`src/rtl/prdecoder4_pkg.sv`:
```
// ============================================================================
// Module      : prdecoder4_pkg
// Description : Shared types, FSM state encoding and the code -> one-hot
//               decode helper for the prdecoder4 block.
// Revision    : 1.0 - initial release
// ============================================================================
`default_nettype none

package prdecoder4_pkg;

  localparam int CODE_W   = 2;
  localparam int ONEHOT_W = 4;
  localparam int CNT_W    = 8;

  typedef logic [CODE_W-1:0]   code_t;
  typedef logic [ONEHOT_W-1:0] onehot_t;

  // IDLE / HOLD / GAP; prefixed so they never collide with the HOLD parameter
  typedef enum logic [1:0] {
    ST_IDLE = 2'd0,
    ST_HOLD = 2'd1,
    ST_GAP  = 2'd2
  } state_t;

  function automatic onehot_t decode(input code_t c);
    return onehot_t'(4'b0001 << c);
  endfunction

endpackage : prdecoder4_pkg

`default_nettype wire

```
`src/rtl/prdecoder4_fifo.sv`:
```
// ============================================================================
// Module      : prdecoder4_fifo
// Description : Small synchronous FIFO with occupancy counter. Push is
//               ignored when full, pop is ignored when empty. Read data is
//               the head entry (combinational from storage).
// Revision    : 1.0 - initial release
// ============================================================================
`default_nettype none

module prdecoder4_fifo #(
  parameter int DEPTH = 4,
  parameter int WIDTH = 2
) (
  input  logic             clk,
  input  logic             rst_n,
  input  logic             push_i,
  input  logic [WIDTH-1:0] din_i,
  input  logic             pop_i,
  output logic [WIDTH-1:0] dout_o,
  output logic             full_o,
  output logic             empty_o
);

  localparam int PTR_W = $clog2(DEPTH);
  localparam int OCC_W = $clog2(DEPTH + 1);

  logic [WIDTH-1:0] mem_q [DEPTH];
  logic [PTR_W-1:0] wptr_q, wptr_d;
  logic [PTR_W-1:0] rptr_q, rptr_d;
  logic [OCC_W-1:0] count_q, count_d;
  logic             w_push;
  logic             w_pop;

  assign full_o  = (count_q == OCC_W'(DEPTH));
  assign empty_o = (count_q == '0);
  assign w_push  = push_i && !full_o;
  assign w_pop   = pop_i && !empty_o;
  assign dout_o  = mem_q[rptr_q];

  // Next pointers wrap naturally because DEPTH is a power of two
  always_comb begin
    wptr_d  = wptr_q;
    rptr_d  = rptr_q;
    count_d = count_q;
    if (w_push) wptr_d = wptr_q + PTR_W'(1);
    if (w_pop)  rptr_d = rptr_q + PTR_W'(1);
    case ({w_push, w_pop})
      2'b10:   count_d = count_q + OCC_W'(1);
      2'b01:   count_d = count_q - OCC_W'(1);
      default: count_d = count_q;
    endcase
  end

  // Storage write; contents need no reset since occupancy gates every read
  always_ff @(posedge clk) begin
    if (w_push) mem_q[wptr_q] <= din_i;
  end

  // Pointer and occupancy registers
  always_ff @(posedge clk) begin
    if (!rst_n) begin
      wptr_q  <= '0;
      rptr_q  <= '0;
      count_q <= '0;
    end else begin
      wptr_q  <= wptr_d;
      rptr_q  <= rptr_d;
      count_q <= count_d;
    end
  end

endmodule : prdecoder4_fifo

`default_nettype wire

```
`src/rtl/prdecoder4.sv`:
```
// ============================================================================
// Module      : prdecoder4
// Description : Queued 2-to-4 priority decoder. Accepted codes are buffered
//               in a FIFO and each is presented as a one-hot word for HOLD
//               cycles followed by a one-cycle all-zero gap.
//               Optional build macro PRDECODER4_STATS_EN adds a saturating
//               8-bit dec_count output.
// Revision    : 1.0 - initial release
// ============================================================================
`default_nettype none

module prdecoder4
  import prdecoder4_pkg::*;
#(
  parameter int HOLD  = 4,
  parameter int DEPTH = 4
) (
  input  logic       clk,
  input  logic       rst_n,
  input  logic [1:0] code,
  input  logic       code_valid,
  output logic       code_ready,
  output logic [3:0] onehot,
  output logic       out_valid,
  output logic       busy
`ifdef PRDECODER4_STATS_EN
  ,
  output logic [7:0] dec_count
`endif
);

  state_t           state_q, state_d;
  logic [CNT_W-1:0] cnt_q, cnt_d;
  onehot_t          onehot_q, onehot_d;
  logic             settle_q;
  logic             w_pop;
  logic             w_full;
  logic             w_empty;
  code_t            w_head;

  prdecoder4_fifo #(
    .DEPTH (DEPTH),
    .WIDTH (CODE_W)
  ) u_fifo (
    .clk     (clk),
    .rst_n   (rst_n),
    .push_i  (code_valid),
    .din_i   (code),
    .pop_i   (w_pop),
    .dout_o  (w_head),
    .full_o  (w_full),
    .empty_o (w_empty)
  );

  assign code_ready = !w_full;
  assign onehot     = onehot_q;
  assign out_valid  = (state_q == ST_HOLD);
  assign busy       = !w_empty || (state_q != ST_IDLE);

  // Next-state logic: an entry may only be popped once the FIFO has been
  // non-empty for a full cycle, which yields the two-edge accept-to-output
  // latency while leaving back-to-back words at HOLD+2 cycles.
  always_comb begin
    state_d  = state_q;
    cnt_d    = cnt_q;
    onehot_d = onehot_q;
    w_pop    = 1'b0;
    case (state_q)
      ST_IDLE: begin
        if (!w_empty && settle_q) begin
          w_pop    = 1'b1;
          onehot_d = decode(w_head);
          cnt_d    = CNT_W'(HOLD - 1);
          state_d  = ST_HOLD;
        end
      end
      ST_HOLD: begin
        if (cnt_q == '0) begin
          onehot_d = '0;
          state_d  = ST_GAP;
        end else begin
          cnt_d = cnt_q - CNT_W'(1);
        end
      end
      ST_GAP: begin
        state_d = ST_IDLE;
      end
      default: begin
        onehot_d = '0;
        state_d  = ST_IDLE;
      end
    endcase
  end

  // State, hold counter, output word and FIFO-settled flag
  always_ff @(posedge clk) begin
    if (!rst_n) begin
      state_q  <= ST_IDLE;
      cnt_q    <= '0;
      onehot_q <= '0;
      settle_q <= 1'b0;
    end else begin
      state_q  <= state_d;
      cnt_q    <= cnt_d;
      onehot_q <= onehot_d;
      settle_q <= !w_empty;
    end
  end

`ifdef PRDECODER4_STATS_EN
  logic [7:0] dec_count_q;

  // Count IDLE->HOLD transitions, saturating at 255
  always_ff @(posedge clk) begin
    if (!rst_n) begin
      dec_count_q <= '0;
    end else if (w_pop && (dec_count_q != 8'hFF)) begin
      dec_count_q <= dec_count_q + 8'd1;
    end
  end

  assign dec_count = dec_count_q;
`endif

endmodule : prdecoder4

`default_nettype wire

```
`config.mk`:
```
export PLATFORM = sky130hd
export DESIGN_NAME = prdecoder4
export DESIGN_NICKNAME = d
export VERILOG_FILES = /design/src/rtl/prdecoder4_pkg.sv /design/src/rtl/prdecoder4_fifo.sv /design/src/rtl/prdecoder4.sv
export SDC_FILE = /design/constraint.sdc
export NUM_CORES = 1
export LEC_CHECK = 0
export CAP_MARGIN = 10
export CORE_MARGIN = 2
export CORE_UTILIZATION = 44
export CTS_CLUSTER_SIZE = 24
export DETAILED_ROUTE_END_ITERATION = 10
export PLACE_DENSITY = 0.66
export RECOVER_POWER = 50
export SYNTH_ARGS = -nofsm -noshare
export SYNTH_HDL_FRONTEND = slang
export SYNTH_SLANG_ARGS = --single-unit
```
`constraint.sdc`:
```
create_clock -name clk -period 2.6 [get_ports clk]
set_input_delay 0.65 -clock clk [delete_from_list [all_inputs] [get_ports clk]]
set_output_delay 0.65 -clock clk [all_outputs]
set_load 0.01 [all_outputs]
```
==> results of run 1 <==
## where the power goes
group	internal (W)	leakage, nW	total, W	switching, W
clock network	0.0000990	0.0324	0.000260	0.000161
logic	0.000183	0.334	0.000376	0.000194
registers	0.000577	0.268	0.000634	0.0000566
## logic make-up (layout without fill, tap and decap cells)
logic type | count (synthesis) | count (layout) | synth area share (%)
AND/OR/NAND/NOR | 51 | 51 | 20.5
flip-flops | 32 | 32 | 49.9
AO/OA/AOI/OAI | 23 | 23 | 11.8
buffers and inverters | 12 | 33 | 3.21
XOR/XNOR | 8 | 8 | 4.85
adder cells (fa/ha/maj) | 7 | 7 | 6.59
multiplexers | 2 | 2 | 3.12
## metrics by stage
| step | worst slack (ns) | instance area [sq um] | utilization (%) | setup TNS [ns] | total power (W) |
|---|---|---|---|---|---|
| floorplan | 0.295 | 1440 | - | 0 | 0.000891 |
| CTS | 0.116 | 1690 | 54.8 | 0 | 0.00129 |
| finish | 0.157 | 1670 | 54.3 | 0 | 0.00127 |
| global placement | 0.0598 | 1630 | 53.1 | 0 | 0.00101 |
| detailed placement | -0.0741 | 1630 | 53.1 | -0.0741 | 0.00103 |
| global route | 0.0383 | 1670 | 54.3 | 0 | 0.00136 |
## path summary, 6_finish.rpt
| kind | from | slack, ns | cells past startpoint | to |
|---|---|---|---|---|
| setup reg to reg | u_fifo.count_q[2]$_SDFFE_PN0P_ | 0.18 | 9 | u_fifo.count_q[2]$_SDFFE_PN0P_ |
| hold / removal | onehot[3]$_SDFFE_PN0P_ | 0.46 | 2 | onehot[3]$_SDFFE_PN0P_ |
| hold reg to reg | onehot[3]$_SDFFE_PN0P_ | 0.46 | 2 | onehot[3]$_SDFFE_PN0P_ |
| setup / recovery | code_valid | 0.16 | 9 | u_fifo.count_q[2]$_SDFFE_PN0P_ |
## cell usage after synthesis, drive strengths merged, types with 2 or more instances
cell type	number	area share, %
dfxtp	24	33
ha	6	5.2
nor2b	2	0.87
o22ai	3	1.3
nand2	8	2.1
or4b	2	1.4
and3	5	2.2
o21a	2	1.0
inv	9	2.3
a21boi	2	1.0
and2	7	3.0
nand4	2	0.87
xor2	6	3.6
clkbuf	2	0.52
xnor2	2	1.2
or3	2	0.95
nor2	8	2.1
edfxtp	8	17
o41ai	2	1.2
a21oi	3	1.0
mux4	2	3.1
or4	2	1.3
nand3	4	1.4
nor3	3	1.4
o21ai	5	1.7
o31ai	2	2.0
## what timing repair did
item                                    4_1_cts  5_1_grt
endpoints found under the setup margin        0        1
hold buffers                                  0        0
gates resized for setup                       0        1
## state kept, by name, indices dropped and copies added (netlist names), named ones only
register / count
cnt_q: 8
u_fifo.mem_q: 8
u_fifo.rptr_q: 2
u_fifo.wptr_q: 2
u_fifo.count_q: 3
state_q: 2
onehot: 4
settle_q: 1
## cell type report
| class | count | area share, % |
|---|---|---|
| clock buffers | 5 | 2.25 |
| clock inverters | 3 | 0.823 |
| inverters | 9 | 2.02 |
| multi-input cells | 91 | 40.3 |
| flip-flops and latches | 32 | 43.1 |
| well taps | 44 | 3.29 |
| repair buffers | 16 | 8.16 |
## worst register-to-register path, stage by stage (launching register included)
cell	delay, ns
dfxtp_1	0.40
or3b_4	0.43
and2_1	0.19
inv_1	0.07
ha_1	0.18
inv_1	0.06
fa_1	0.38
xor2_1	0.16
or3_1	0.30
a21boi_0	0.18
## routing by layer
metal	wire (microns)	up-vias	share of wire (%)
li1	-	527	-
met5	0	-	0
met4	44	0	1.8
met3	91	5	3.8
met2	1040	16	43
met1	1230	477	51
==> flow_summary.yaml, run 1 <==
min_path:
  hold_path.class: "flip-flop to flip-flop"
worst_setup_path:
  cp-start-kind: "input port"
  crit_path_max_incr_delay_ns: 0.55
  crit_chain: "dlygate4sd3_1 -> and2_1 -> inv_1 -> ha_1 -> inv_1 -> fa_1 -> xor2_1 -> or3_1 -> a21boi_0"
  crit_family: "buffers and inverters"
  critical_path.endpoint_type: "flip-flop"
  required_ns: 2.84
  crit_slowest_cell: "dlygate4sd3_1"
  cp.arrival_ns: 2.68
  crit_path_max_fanout: 2
  worst-path-buf-inv: 3
  path_class: "input port to flip-flop"
  cpMostUsedCell: "inv_1"
cells_and_area:
  multi_input_area_sq_um: 674
  final_common_cell: "dfxtp_1"
  area_growth_pct: 15.8
  antennaDiodeCount: 0
  fin_cells: 200
  final_cell_mix: "24 x dfxtp_1, 9 x inv_1, 8 x nor2_1, 8 x nand2_1, 8 x edfxtp_1"
  post_route_cells_drive_above_1_share_pct: 10.3
  fin_nets: 167
  seq_area_sq_um: 721
  nFillCells: 300
synthesis:
  synth_area_per_cell_sq_um: 10.7
  async_reset_ff_share_pct: 0
  synth.distinct_cells: 43
  synthesis.nets: 147
  synth_ff_type: "dfxtp_1"
  yosys_warnings: 0
  ys_ff_latch: 32
  synth_edf_count: 8
  synthCells: 135
  syn_area_sq_mm: 0.00144
  yosysSeqAreaShare_pct: 49.9
sta:
  rsz0062_at_grt: "false"
  worst_clock_skew_ns: 0.0158
  hold_viol: 0
  timing.fmax_ghz: 0.409
  whs_ns: 0.461
  fin_crit_sh_pct: 94.0
  worstMarginPinSlew_ns: 0.475
  slew_violations: 0
  period_minus_slack_ns: 2.44
  setup_viol: 0
  max-slew-margin-rel_pct: 68.0
die:
  die_h_microns: 61.3
  start_util_pct: 46.9
  row_count: 20
  dieArea_sq_mm: 0.00376
  core_area_sq_mm: 0.00308
  ioPinCount: 12
  die-width_microns: 61.3
detailed_routing:
  wl_per_cell_microns: 12.0
  drtIter0Drc: 77
  post-route-drc-count: 0
  viasPerCell: 5.13
  drtPass1Iterations: 4
  ant_nets: 0
  vias: 1025
  drt-total-wl_mm: 2.41
global_routing:
  top_usage_layer: "met2"
  overflow: 0
  grt_use_total_pct: 16.2
  antenna_found_initial: 0
  grt_pass1_wl_mm: 4.25
  grt_start_max_net_pins: 14
  grt_pass1_vias: 964
  grtUsageMet1_pct: 21.4
  grt.met3_usage_pct: 7.56
  use_met2_pct: 22.9
place:
  dpl.hpwl_mm: 1.82
  port_buffers: 11
  dp_cells: 192
  gp_congestion: 0.712
status:
  status: "finished, final reports clean"
clocking:
  cts-root-buf: "clkbuf_4"
  clk_transition_reported_paths_ns: 0.10
  h-tree-depth: 2
  clk_latency_ns: 0.33
  cts_tree: "done"
  cts-buffers-inserted: 5
  cts_setup_buffers: 0
  clock_sinks: 32
  cts_buffer_depth: 2
run:
  maxCapViolations: 0
power_and_ir_drop:
  p_leak_nw: 0.634
  power_density_mw_per_mm2: 760
  peakVddDrop_mv: 0.415
Power figures use the tool's default switching activity.
==> run 2, diff against run 1 <==
--- a/config.mk
+++ b/config.mk
@@ -6,7 +6,6 @@
 export NUM_CORES = 1
 export LEC_CHECK = 0
 export CAP_MARGIN = 10
-export CORE_MARGIN = 2
 export CORE_UTILIZATION = 44
 export CTS_CLUSTER_SIZE = 24
 export DETAILED_ROUTE_END_ITERATION = 10
==> run 2 against run 1 <==
- worst setup slack improved by 0.0028 ns
- register-to-register slack got worse by 0.02 ns
- wire length rose by 8.0%
==> flow_summary.yaml, run 2 (synthesized netlist as in run 1, its figures left out) <==
status:
  status: "finished, final reports clean"
sta:
  slew_violations: 0
  worst_clock_skew_ns: 0.00957
  max-slew-margin-rel_pct: 59.3
  fin_crit_sh_pct: 93.9
  rsz0062_at_grt: "false"
  period_minus_slack_ns: 2.44
  setup_viol: 0
  worstMarginPinSlew_ns: 0.611
  setup_slack_ns: 0.160
  hold_viol: 0
  timing.fmax_ghz: 0.410
detailed_routing:
  ant_nets: 0
  drtPass1Iterations: 4
  drtIter0Drc: 33
  wl_per_cell_microns: 13.0
  vias: 1013
  viasPerCell: 5.07
  drt-total-wl_mm: 2.60
  post-route-drc-count: 0
global_routing:
  grt_pass1_wl_mm: 4.40
  grt_pass1_vias: 974
  antenna_found_initial: 0
  overflow: 0
  grt_use_total_pct: 17.8
  grt_start_max_net_pins: 18
place:
  dpl.hpwl_mm: 1.91
  pre_cts_ws_ns: -0.0601
  port_buffers: 11
  gp_congestion: 0.735
  dp_cells: 192
cells_and_area:
  final_common_cell: "dfxtp_1"
  fin_cells: 200
  antennaDiodeCount: 0
  fin_nets: 167
  area_growth_pct: 18.0
  post_route_cells_drive_above_1_share_pct: 10.9
  final_cell_mix: "24 x dfxtp_1, 9 x inv_1, 8 x nor2_1, 8 x nand2_1, 8 x edfxtp_1"
die:
  row_count: 20
  core_area_sq_mm: 0.00308
  ioPinCount: 12
  dieArea_sq_mm: 0.00351
  die_h_microns: 59.3
  start_util_pct: 46.9
  die-width_microns: 59.3
run:
  maxCapViolations: 0
worst_setup_path:
  rrSetupSlack_ns: 0.16
  worst-path-buf-inv: 3
  crit_slowest_cell: "dlygate4sd3_1"
  required_ns: 2.87
  cp-start-kind: "input port"
  cp.arrival_ns: 2.71
  crit_path_max_incr_delay_ns: 0.55
  crit_chain: "dlygate4sd3_1 -> and2_1 -> inv_1 -> ha_1 -> inv_1 -> fa_1 -> xor2_1 -> or3_1 -> a21boi_0"
  cpMostUsedCell: "inv_1"
  critical_path.endpoint_type: "flip-flop"
  path_class: "input port to flip-flop"
  crit_path_max_fanout: 2
  crit_family: "buffers and inverters"
clocking:
  cts-buffers-inserted: 5
  clk_latency_ns: 0.34
  cts_setup_buffers: 0
  cts-root-buf: "clkbuf_4"
  h-tree-depth: 2
  cts_buffer_depth: 2
  cts_tree: "done"
  holdBufCountCts: 0
  clk_transition_reported_paths_ns: 0.10
  clock_sinks: 32
min_path:
  hold_path.class: "flip-flop to flip-flop"
power_and_ir_drop:
  power_density_mw_per_mm2: 812
  peakVddDrop_mv: 0.462
  p_leak_nw: 0.650
==> run 2: cell types whose count changed in the layout (fill, tap and decap cells not counted), sizes merged <==
cell and delta:
bufinv +1, buf +1, clkbuf -1, clkinv -1
==> run 2: path summary, 6_finish.rpt <==
path / from / to / cells past startpoint
max: code_valid / u_fifo.count_q[2]$_SDFFE_PN0P_ / 9
min: onehot[3]$_SDFFE_PN0P_ / onehot[3]$_SDFFE_PN0P_ / 2
max reg2reg: u_fifo.count_q[2]$_SDFFE_PN0P_ / u_fifo.count_q[2]$_SDFFE_PN0P_ / 9
min reg2reg: onehot[3]$_SDFFE_PN0P_ / onehot[3]$_SDFFE_PN0P_ / 2
==> run 2: worst register-to-register path, stage by stage, from the launching register on <==
cell and delay, ns:
dfxtp_1 0.40, or3b_4 0.43, and2_1 0.19, inv_1 0.08, ha_1 0.20, inv_1 0.08, fa_1 0.38, xor2_1 0.16
or3_1 0.30, a21boi_0 0.17
==> run 2: repair_timing <==
item,in CTS,in global routing
setup endpoints to repair,0,1
endpoints found under the hold margin,0,0
gates resized for setup,0,1
==> run 2: through the flow <==
| stage | util [%] | hold WS, ns | power (W) | area, sq um | setup TNS [ns] |
|---|---|---|---|---|---|
| final | 55.4 | 0.452 | 0.00138 | 1700 | 0 |
| after global routing | 55.4 | 0.485 | 0.00147 | 1700 | 0 |
| after CTS | 55.5 | 0.453 | 0.00139 | 1710 | 0 |
| after detailed placement | 53.1 | 0.439 | 0.00103 | 1630 | -0.0601 |
| after global placement | 53.1 | 0.439 | 0.00101 | 1630 | 0 |
| after floorplan | - | 0.453 | 0.000891 | 1440 | 0 |
==> run 2: final cells by class <==
class / instances / area, sq um
Timing Repair Buffer: 16 / 140
Multi-Input combinational cell: 91 / 679
Fill cell: 284 / 1370
Clock inverter: 3 / 37.5
Inverter: 9 / 33.8
Sequential cell: 32 / 721
Tap cell: 44 / 55.1
Clock buffer: 5 / 37.5
==> run 2: where the power goes <==
group / switching, W / internal (W)
sequential: 0.0000603 / 0.000577
combinational: 0.000197 / 0.000186
clock: 0.000168 / 0.000196
==> run 2: metal layers <==
metal	vias to the layer above	global-route usage, %	wire [microns]
met4	0	8.50	34
met3	4	7.42	122
met5	-	0	0
li1	526	-	-
met2	18	26.5	1190
met1	465	22.4	1250
